--- src/rtl/seq_int_div.sv ---
// Multi-cycle restoring integer divider, one quotient bit per clock.
// Signed/unsigned per request; flags divide-by-zero and signed overflow.
module seq_int_div #(
    parameter int WIDTH = 8
) (
    input  logic             clk,
    input  logic             rst,
    input  logic             start,
    input  logic             signed_mode,
    input  logic [WIDTH-1:0] dividend,
    input  logic [WIDTH-1:0] divisor,
    output logic             ready,
    output logic             done,
    output logic [WIDTH-1:0] quotient,
    output logic [WIDTH-1:0] remainder,
    output logic             div_by_zero,
    output logic             overflow
);
    localparam int CW = $clog2(WIDTH) + 1;
    localparam logic [WIDTH-1:0] MIN_NEG = {1'b1, {(WIDTH-1){1'b0}}};

    typedef enum logic [1:0] {IDLE, CALC, FIX, DONE} state_t;

    state_t           r_state, w_next;
    logic [CW-1:0]    r_cnt;
    logic             r_sm, r_sa, r_sb;
    logic [WIDTH-1:0] r_b, r_raw, r_q, r_p;
    logic [WIDTH-1:0] r_quo, r_rem;
    logic             r_dbz, r_ovf;

    logic             w_accept, w_last, w_ge;
    logic [WIDTH-1:0] w_a_abs, w_b_abs;
    logic [WIDTH:0]   w_p_sh;

    assign ready       = (r_state == IDLE) || (r_state == DONE);
    assign done        = (r_state == DONE);
    assign quotient    = r_quo;
    assign remainder   = r_rem;
    assign div_by_zero = r_dbz;
    assign overflow    = r_ovf;

    assign w_accept = start && ready;
    assign w_last   = (r_cnt == CW'(WIDTH - 1));
    // -MIN wraps to MIN, which read as unsigned is exactly the magnitude.
    assign w_a_abs  = (signed_mode && dividend[WIDTH-1]) ? -dividend : dividend;
    assign w_b_abs  = (signed_mode && divisor[WIDTH-1])  ? -divisor  : divisor;
    assign w_p_sh   = {r_p, r_q[WIDTH-1]};
    assign w_ge     = (w_p_sh >= {1'b0, r_b});

    always_ff @(posedge clk) begin
        if (rst) r_state <= IDLE;
        else     r_state <= w_next;
    end

    always_comb begin
        w_next = r_state;
        case (r_state)
            IDLE:    if (start) w_next = CALC;
            CALC:    if (w_last) w_next = FIX;
            FIX:     w_next = DONE;
            DONE:    w_next = start ? CALC : IDLE;
            default: w_next = IDLE;
        endcase
    end

    always_ff @(posedge clk) begin
        if (rst) begin
            r_cnt <= '0;
            r_sm  <= 1'b0;
            r_sa  <= 1'b0;
            r_sb  <= 1'b0;
            r_b   <= '0;
            r_raw <= '0;
            r_q   <= '0;
            r_p   <= '0;
            r_quo <= '0;
            r_rem <= '0;
            r_dbz <= 1'b0;
            r_ovf <= 1'b0;
        end else if (w_accept) begin
            r_cnt <= '0;
            r_sm  <= signed_mode;
            r_sa  <= signed_mode && dividend[WIDTH-1];
            r_sb  <= signed_mode && divisor[WIDTH-1];
            r_b   <= w_b_abs;
            r_raw <= dividend;
            r_q   <= w_a_abs;
            r_p   <= '0;
        end else if (r_state == CALC) begin
            // P stays below |divisor|, so its low WIDTH bits are exact.
            r_cnt <= r_cnt + CW'(1);
            r_p   <= w_ge ? (w_p_sh[WIDTH-1:0] - r_b) : w_p_sh[WIDTH-1:0];
            r_q   <= {r_q[WIDTH-2:0], w_ge};
        end else if (r_state == FIX) begin
            if (r_b == '0) begin
                r_quo <= '1;
                r_rem <= r_raw;
                r_dbz <= 1'b1;
                r_ovf <= 1'b0;
            end else if (r_sa && r_sb && (r_raw == MIN_NEG) && (r_b == WIDTH'(1))) begin
                r_quo <= MIN_NEG;
                r_rem <= '0;
                r_dbz <= 1'b0;
                r_ovf <= 1'b1;
            end else begin
                r_quo <= (r_sm && (r_sa ^ r_sb)) ? -r_q : r_q;
                r_rem <= r_sa ? -r_p : r_p;
                r_dbz <= 1'b0;
                r_ovf <= 1'b0;
            end
        end
    end
endmodule

--- config.mk ---
export PLATFORM = sky130hd
export DESIGN_NAME = seq_int_div
export DESIGN_NICKNAME = d
export VERILOG_FILES = /design/src/rtl/seq_int_div.sv
export SDC_FILE = /design/constraint.sdc
export NUM_CORES = 1
export LEC_CHECK = 0
export CORE_MARGIN = 2
export CORE_UTILIZATION = 45
export CTS_CLUSTER_DIAMETER = 100
export CTS_CLUSTER_SIZE = 20
export DETAILED_ROUTE_END_ITERATION = 10
export GPL_ROUTABILITY_DRIVEN = 1
export PLACE_DENSITY_LB_ADDON = 0.05
export SLEW_MARGIN = 25
export SYNTH_ARGS = -nofsm -noshare
export SYNTH_HDL_FRONTEND = slang
export SYNTH_SLANG_ARGS = --single-unit
--- constraint.sdc ---
create_clock -name clk -period 1.9 [get_ports clk]
set_clock_uncertainty 0.15 [all_clocks]
set_input_delay 0.38 -clock clk [delete_from_list [all_inputs] [get_ports clk]]
set_output_delay 0.38 -clock clk [all_outputs]
set_load 0.01 [all_outputs]
; Word-level counts from Yosys, hierarchy flattened
; Cells that the tools add are included.
[totals]
regBits = 59
inputBits = 20
output_inout_bits = 20
word_cells = 63
[classes]
addsub = 6
n_lt_le_gt_ge = 1
eq_ne = 8
n_mux = 18
bitwise_logic = 3
reduce_logical = 14
[ops]
columns = cell, count
row1 = two-way mux 8 bit, 11
row2 = negation 8 bit, 4
row3 = >= comparator 9 x 8 -> 1 bit, 1
row4 = equality test 8 x 1 -> 1 bit (second input constant), 1
row5 = equality test 8 bit (second input constant), 1
row6 = logical NOT 8 bit, 1
row7 = case mux 2 bit (4 select lines), 1
row8 = subtractor 8 bit, 1
row9 = logical AND 1 bit, 7
row10 = adder 4 x 1 -> 4 bit (second input constant), 1
row11 = equality test 2 bit (second input constant), 2
row12 = equality test 4 x 3 -> 1 bit (second input constant), 1
row13 = two-way mux 1 bit, 4
row14 = two-way mux 2 bit, 2
row15 = inequality test 2 bit (second input constant), 2
row16 = AND reduction 3 bit, 1
row17 = equality test 2 x 1 -> 1 bit (second input constant), 1
row18 = logical NOT 2 bit, 1
row19 = NOT 1 bit, 2
row20 = AND reduction 2 bit, 1
row21 = nonzero test 2 bit, 1
row22 = OR reduction 2 bit, 1
row23 = logical OR 1 bit, 1
row24 = XOR 1 bit, 1

; Longest topological paths before layout
; Gate-level depths: netlist of run 1.
[logic_depth]
ltp_word = 5
depth_mapped = 9
ltp_nobuf = 9

; Worst setup path before layout of run 1
; OpenSTA, ideal clock, no wires.
[synth_timing]
path_type = register -> register
start = register r_b[2]
end = register r_p[0]
setup_ps = 74
arrival_ps = 1828
required_ps = 1676
slack_ps = -153
path_stages_with_launch = 9
path_buffers = 0
synth_period_minus_slack_ps = 2053
path_cell_list = dfxtp_1 inv_1 ha_1 a21o_1 a31oi_1 or3_4 nand3_4 mux2_2 o21ai_0
[synth_between]
elab_chain_cells = 2
[synth_rtl]
columns = element, line_no
row1 = from (decl), 27  ; logic [WIDTH-1:0] r_b, r_raw, r_q, r_p;
row2 = from (signal assigned), 85  ; r_b <= w_b_abs;
row3 = >= comparator 9 x 8 -> 1 bit, 48  ; assign w_ge = (w_p_sh >= {1'b0, r_b});
row4 = two-way mux 8 bit, 92  ; r_p <= w_ge ? (w_p_sh[WIDTH-1:0] - r_b) : w_p_sh[WIDTH-1:0];
row5 = to (signal assigned), 92
row6 = to (decl), 27
; No other way between the ends.
; A chain may end at the register's enable or synchronous reset.

; Worst setup path after layout of run 1
[layout_timing]
start = register r_q[7]
end = register r_p[1]
[layout_between]
elab_chain_cells = 2
word_cells_on_any_way = 3
cone_classes = add/sub (1) / order compare (1) / mux (1)
[layout_rtl]
columns = element, line_no
row1 = from (decl), 27
row2 = from (signal assigned), 87  ; r_q <= w_a_abs;
row3 = from (signal assigned), 93  ; r_q <= {r_q[WIDTH-2:0], w_ge};
row4 = subtractor 8 bit or >= comparator 9 x 8 -> 1 bit (tied branches), "92, 48"
row5 = two-way mux 8 bit *, 92
; Every way passes the cells marked *; elsewhere a longest branch is shown, timed or not.

==> impl_results.md, run 1 <==
- Yosys reg bits: 59
- Synth Area in Compound Gates: between 20% and 30%
- Pre-CTS WS: -0.2779 ns
- Fill cells: between 500 and 600
- Ys flop type: dfxtp_1
- Worst R2R End: r_p[1]$_SDFFE_PP0P_
- Tightest Hold Check Type: reg2reg
- Min-Delay Startpoint: r_sm$_SDFFE_PP0P_
- Total global-route track usage: 21.87%
- Clock buffer depth: 2
- Core area: 7214 um^2
- Reg clk slew, reported paths: approximately 0.070 ns
- Cell Rows: 31
- Reg-to-reg critical path startpoint: r_q[7]$_SDFFE_PP0P_
- Fin. max-slew vios: 0
- N_diodes: 0
- Syn Area/Cell: 7.858 um^2
- Chip Width: 90.15 um
- Crit end category: register
- Cell Area, Synth: between 3000 and 4000 um^2
- Minimum clock period: ~2 ns
- Fin. Hold Viols: 0
- DRT iter0 DRCs: between 150 and 200
- RSZ-0062 raised after global routing: yes
- Post-synth ARST share: 0%
- XOR/XNOR share of the synthesized area: roughly 6.3%
- H-tree depth: 3
- Vias in the first global route: 3,246
- WHS Path Cells: 2
- Post-synthesis mux area share: ~3.7%
- Leading cell type in the layout, fill and taps excluded: buf_4
- Slowest-stage cell, CP: or3_4
- Post-synth EDFFs: 0
- Final wirelength: 9131 um
- Synth Area in Simple Gates: 21.77%
- Crit Path Category: reg2reg
- Die span in y: around 90 um
- Starting Density: between 40% and 50%
- Cells after Synth: 425
- Syn. warnings: 0
- Drt pass-1 iters: 4
- First-pass GRT wire length: roughly 15,000 um
- Critical path peak fanout: 8
- CP max stage delay: around 0.36 ns
- CTS Root Cell: clkbuf_8
- Reg2reg setup slack: -0.15 ns
- DR vias: 3,409
- Critical Path Source: r_q[7]$_SDFFE_PP0P_
- Worst Path Required: 2.02 ns
- Number of I/O port buffers: 39
- Post-synth net total: around 470
- DP HPWL: between 6000 and 7000 um
- Post-synthesis adder-cell area fraction: roughly 7.7%
- Slew HR: 74.19%
- Area Growth Syn to Fin: 49.64%
- NumNets Final: approximately 580
- Status: complete, but fails checks
- Arr. time, crit path: 2.16 ns
- Failing checks: setup timing
- DRC Markers: 0
- Vias per cell: between 5 and 6
- Largest family of logic cells by synthesized area: simple AND/OR/NAND/NOR gates
- Sequential area share after synthesis: 35.37%
- Setup-failing EPs final: 24
- VDD IR max: between 0.6 and 0.7 mV
- Aggregate global routing overflow: 0
- Clock Sinks: 59
- Antenna violations before repair: 0
- Setup crit start kind: register
- Reg2Reg Depth: 8
- Largest net degree at the start of global routing: 24
- Hold_ws: 0.3110 ns
- Worst-Skew Late Latency: 0.34 ns
- Crit path cell chain: inv_2 -> ha_4 -> nand2b_4 -> a31oi_4 -> or3_4 -> nand3_4 -> mux2_4 -> o21ai_2
- CTS tree: yes
- # IOs: 40
- Mean routed wirelength per cell: 14.24 um
- Most frequent cells in the layout: buf_4, dfxtp_1, nor2_1
- Maxcap violations: 0
- Maximum clock frequency: 488.8 MHz
- PwrDens: 1561 nW/um^2
- Setup slack after layout: -0.1459 ns
- Min-Delay Endpoint: r_sm$_SDFFE_PP0P_
- Die area: 8126 um^2
- Slew at the pin with the worst max-slew slack: 0.3836 ns
- Total power: 7.800 mW
- Leakage: 2.000 nW
- Share of cells above drive strength 1: 31.37%
- Gp weighted congestion: 0.8528
- DRT antenna net count: 0
- Synth cell types: 45
- CTS Buf Count: 9
- Final worst-path cycle share: 107.7%
## sequential cells by signal (all words and copies together) (netlist names)
name and flops:
r_p 8, overflow 1, quotient 8, r_sb 1
r_state 2, r_raw 8, r_q 8, r_sa 1
r_sm 1, remainder 8, div_by_zero 1, r_cnt 4
r_b 8
## cell type report
| class | instances | area (um^2) | area share, % |
|---|---|---|---|
| clock buffers | 11 | 151.4 | 3.030 |
| clock inverters | 5 | 60.06 | 1.202 |
| inverters | 22 | 82.58 | 1.652 |
| multi-input cells | 325 | 2365 | 47.32 |
| flip-flops and latches | 59 | 1189 | 23.79 |
| well taps | 99 | 123.9 | 2.479 |
| repair buffers | 120 | 1026 | 20.53 |
## cell usage after synthesis, types with 9 or more instances
cell type / instances / area, um^2
nand3_1: 10 / 50.05
nor2_1: 52 / 195.2
clkbuf_1: 14 / 52.55
inv_1: 21 / 78.83
a211oi_1: 15 / 112.6
ha_1: 19 / 237.7
a21oi_1: 57 / 285.3
o21ai_0: 21 / 105.1
nand2_1: 46 / 172.7
xor2_1: 12 / 105.1
nor3_1: 10 / 50.05
xnor2_1: 12 / 105.1
dfxtp_1: 59 / 1181
mux2i_1: 9 / 90.09
## through the flow
stage               setup TNS, ns  cells  instance area [um^2]  util, %
CTS                       -0.3617    633                  4723    65.47
detailed placement         -2.975    612                  4368    60.54
finish                     -1.523    641                  4997    69.27
global placement           -2.056    612                  4368    60.54
global route               -3.666    641                  4997    69.27
floorplan                       0    425                  3420        -
## where the power goes
group / leakage (nW) / internal [mW] / switching [mW]
Combinational: 1.41 / 2.38 / 2.35
Sequential: 0.484 / 1.56 / 0.301
Clock: 0.106 / 0.682 / 0.529
## worst max path at each step
stage / to / slack, ns
6_report: r_p[1]$_SDFFE_PP0P_ / -0.15
5_1_grt: r_p[6]$_SDFFE_PP0P_ / -0.22
4_1_cts: r_p[1]$_SDFFE_PP0P_ / -0.11
3_5_place_dp: r_b[7]$_SDFFE_PP0P_ / -0.28
3_3_place_gp: r_b[7]$_SDFFE_PP0P_ / -0.23
2_1_floorplan: r_p[0]$_SDFFE_PP0P_ / 0.0001
## critical path: cells and delay by family, from the launching register on
family	cells	cell delay [ns]
and+or+nand+nor	3	0.64
buffers and inverters	1	0.05
AOI/OAI and AO/OA	2	0.20
adders and majority gates	1	0.26
muxes	1	0.32
DFF	1	0.35
## timing repair
| item | CTS | global route |
|---|---|---|
| gates cloned | 1 | 0 |
| gates resized for setup | 31 | 49 |
| pin swaps | 14 | 34 |
| buffers inserted | 4 | 8 |
| endpoints found under the setup margin | 23 | 32 |
| hold buffers | 0 | 0 |
## kinds of logic after synthesis
logic type               Yosys count
flip-flops                        59
adder cells (fa/ha/maj)           20
multiplexers                      12
AO/OA/AOI/OAI                    115
XOR/XNOR                          24
buffers and inverters             41
AND/OR/NAND/NOR                  154
## metal layers
| metal | global-route usage [%] | share of wire, % |
|---|---|---|
| met5 | 0 | 0 |
| met2 | 36.22 | 47 |
| met3 | 4.610 | 4.0 |
| met4 | 6.667 | 1.0 |
| met1 | 28.65 | 48 |
Note: power is estimated with default switching activity, not from simulation.
==> run 2: changes to the inputs <==
--- a/config.mk
+++ b/config.mk
@@ -7,11 +7,13 @@
 export LEC_CHECK = 0
 export CORE_MARGIN = 2
 export CORE_UTILIZATION = 45
-export CTS_CLUSTER_DIAMETER = 100
+export CTS_CLUSTER_DIAMETER = 50
 export CTS_CLUSTER_SIZE = 20
 export DETAILED_ROUTE_END_ITERATION = 10
 export GPL_ROUTABILITY_DRIVEN = 1
 export PLACE_DENSITY_LB_ADDON = 0.05
+export REMOVE_ABC_BUFFERS = 1
+export SKIP_CTS_REPAIR_TIMING = 1
 export SLEW_MARGIN = 25
 export SYNTH_ARGS = -nofsm -noshare
 export SYNTH_HDL_FRONTEND = slang
==> run 2 against run 1 <==
  * The run still ends with setup timing left
  * Design area fell by 1.5%
  * Routed wire length fell by 1.9%
  * Critical path depth up 2
  * Sequential power about the same
  * Worst hold slack improved by 0.0018 ns
  * Global-route usage is 0.34 points lower
  * Non-clock buffer count unchanged
  * Combinational power is essentially flat
  * Critical endpoint is now r_p[4]$_SDFFE_PP0P_
  * Largest power group unchanged
==> impl_results.md, run 2 (synthesis results as in run 1) <==
- Antenna violations before repair: 0 (unchanged)
- DR vias: 3,398 (was 3,409)
- Vias per cell: 5.301 (was 5.318)
- Worst R2R End: r_p[4]$_SDFFE_PP0P_ (was r_p[1]$_SDFFE_PP0P_)
- Failing checks: setup timing (unchanged)
- DRC Markers: 0 (unchanged)
- Core Util, Final: 68.21% (was 69.27%)
- Fin. max-slew vios: 0 (unchanged)
- Starting Density: 46.29% (unchanged)
- Drt pass-1 iters: 4 (unchanged)
- Slew at the pin with the worst max-slew slack: 0.4084 ns (was 0.3836 ns)
- DRT iter0 DRCs: 141 (was 162)
- WHS Path Cells: 2 (unchanged)
- Gp weighted congestion: 0.8112 (was 0.8528)
- Leakage: 2.021 nW (was 2.000 nW)
- Clock buffer depth: 2 (unchanged)
- Mean routed wirelength per cell: 13.98 um (was 14.24 um)
- Core area: 7214 um^2 (unchanged)
- Total global-route track usage: 21.53% (was 21.87%)
- VDD IR max: 0.8706 mV (was 0.6115 mV)
- Setup slack after layout: -0.1362 ns (was -0.1459 ns)
- Reg area: 1191 um^2 (was 1189 um^2)
- Reg-to-reg critical path startpoint: r_q[7]$_SDFFE_PP0P_ (unchanged)
- Minimum clock period: 2.036 ns (was 2.046 ns)
- Die area: 8126 um^2 (unchanged)
- Crit end category: register (unchanged)
- Clock Sinks: 59 (unchanged)
- First-pass GRT wire length: 14,460 um (was 14,630 um)
- RSZ-0062 raised after global routing: yes (unchanged)
- Vias in the first global route: 3,139 (was 3,246)
- Worst-Skew Late Latency: 0.34 ns (about the same)
- Min-Delay Endpoint: r_sm$_SDFFE_PP0P_ (unchanged)
- Fill cells: 662 (was 583)
- Dpl cell area: 4350 um^2 (was 4368 um^2)
- H-tree depth: 3 (unchanged)
- Reg2reg setup slack: -0.14 ns (was -0.15 ns)
- Number of I/O port buffers: 39 (unchanged)
- Final worst-path cycle share: 107.2% (was 107.7%)
- Die span in y: 90.15 um (unchanged)
- Maxcap violations: 0 (unchanged)
- Aggregate global routing overflow: 0 (unchanged)
- Footprint of the multi-input gates: 2208 um^2 (was 2365 um^2)
- Reg2Reg Depth: 10 (was 8)
- Status: complete, but fails checks (unchanged)
- Arr. time, crit path: 2.13 ns (was 2.16 ns)
- Total power: 7.991 mW (was 7.800 mW)
- Area Growth Syn to Fin: 47.36% (was 49.64%)
- Critical path peak fanout: 5 (was 8)
- Min-Delay Startpoint: r_sm$_SDFFE_PP0P_ (unchanged)
- Share of cells above drive strength 1: 27.68% (was 31.37%)
- Hold_ws: 0.3129 ns (was 0.3110 ns)
- Final wirelength: 8960 um (was 9131 um)
- Most frequent cells in the layout: buf_4, dfxtp_1, a21oi_1 (was buf_4, dfxtp_1, nor2_1)
- NumNets Final: 577 (unchanged)
- Reg clk slew, reported paths: 0.08 ns (was 0.07 ns)
- Setup crit start kind: register (unchanged)
- Crit Path Category: reg2reg (unchanged)
- CTS Root Cell: clkbuf_8 (unchanged)
- Leading cell type in the layout, fill and taps excluded: buf_4 (unchanged)
- DP HPWL: 6542 um (was 6525 um)
- Cell Rows: 31 (unchanged)
- Cell area after layout: 4921 um^2 (was 4997 um^2)
- Fin. Hold Viols: 0 (unchanged)
- Slew HR: 72.52% (was 74.19%)
- # IOs: 40 (unchanged)
- PwrDens: 1624 nW/um^2 (was 1561 nW/um^2)
- N_diodes: 0 (unchanged)
- Worst Path Required: 1.99 ns (was 2.02 ns)
- CTS Buf Count: 9 (unchanged)
- CTS tree: yes (unchanged)
- Largest net degree at the start of global routing: 42 (was 24)
- Maximum clock frequency: 491.1 MHz (was 488.8 MHz)
- DRT antenna net count: 0 (unchanged)
- Tightest Hold Check Type: reg2reg (unchanged)
- Chip Width: 90.15 um (unchanged)
- Setup-failing EPs final: 11 (was 24)
-- run 2: changes by cell type in the layout (fill, tap and decap cells not counted), sizes merged --
cell and change:
clkinv -1, clkinvlp +1, bufinv +2, clkbuf -3, dlygate4sd2 -1, dlymetal6s2s +2
-- run 2: layout make-up --
| cell class | instances | share of cell area, % |
|---|---|---|
| multi-input combinational | 325 | 44.88 |
| inverter | 22 | 1.754 |
| clock buffer | 9 | 2.517 |
| sequential | 59 | 24.21 |
| timing repair buffer | 120 | 21.61 |
| tap | 99 | 2.517 |
| clock inverter | 7 | 2.517 |
-- run 2: how the worst max path moves through the flow --
stage | from | end
4_1_cts | r_state[0]$_SDFFE_PP0P_ | ready
6_report | r_q[7]$_SDFFE_PP0P_ | r_p[4]$_SDFFE_PP0P_
3_5_place_dp | divisor[0] | r_b[6]$_SDFFE_PP0P_
2_1_floorplan | r_state[0]$_SDFFE_PP0P_ | r_p[0]$_SDFFE_PP0P_
3_3_place_gp | divisor[0] | r_b[7]$_SDFFE_PP0P_
5_1_grt | r_b[2]$_SDFFE_PP0P_ | r_p[4]$_SDFFE_PP0P_
-- run 2: through the flow --
step	std cells	worst slack [ns]	setup TNS, ns
final	641	-0.1362	-0.6530
after global routing	641	-0.1978	-1.608
after CTS	633	-0.2792	-2.147
after detailed placement	617	-0.2546	-2.980
after global placement	617	-0.2411	-2.414
after floorplan	406	-0.5255	-14.60
-- run 2: routing by layer --
layer | global-route usage, % | routed length, um | part of all wire [%] | vias up
li1 | - | - | - | 1727
met5 | 0 | 0 | 0 | -
met1 | 28.89 | 4276 | 48 | 1565
met2 | 35.84 | 4215 | 47 | 97
met4 | 5.000 | 85 | 0.95 | 0
met3 | 4.191 | 382 | 4.3 | 9
-- run 2: worst max-delay path, cell delays in order (launching register included) --
cell	delay (ns)
dfxtp_2	0.34
inv_2	0.06
ha_4	0.26
nand2b_4	0.11
a31oi_2	0.07
or3_4	0.35
nand3_4	0.11
buf_4	0.13
buf_4	0.10
mux2i_1	0.17
a21oi_1	0.08
-- run 2: report_power, final --
group	total (mW)	switching (mW)	internal [mW]
logic	4.73	2.28	2.45
registers	1.83	0.268	1.57
clock network	1.43	0.552	0.880
total	7.99	3.10	4.89
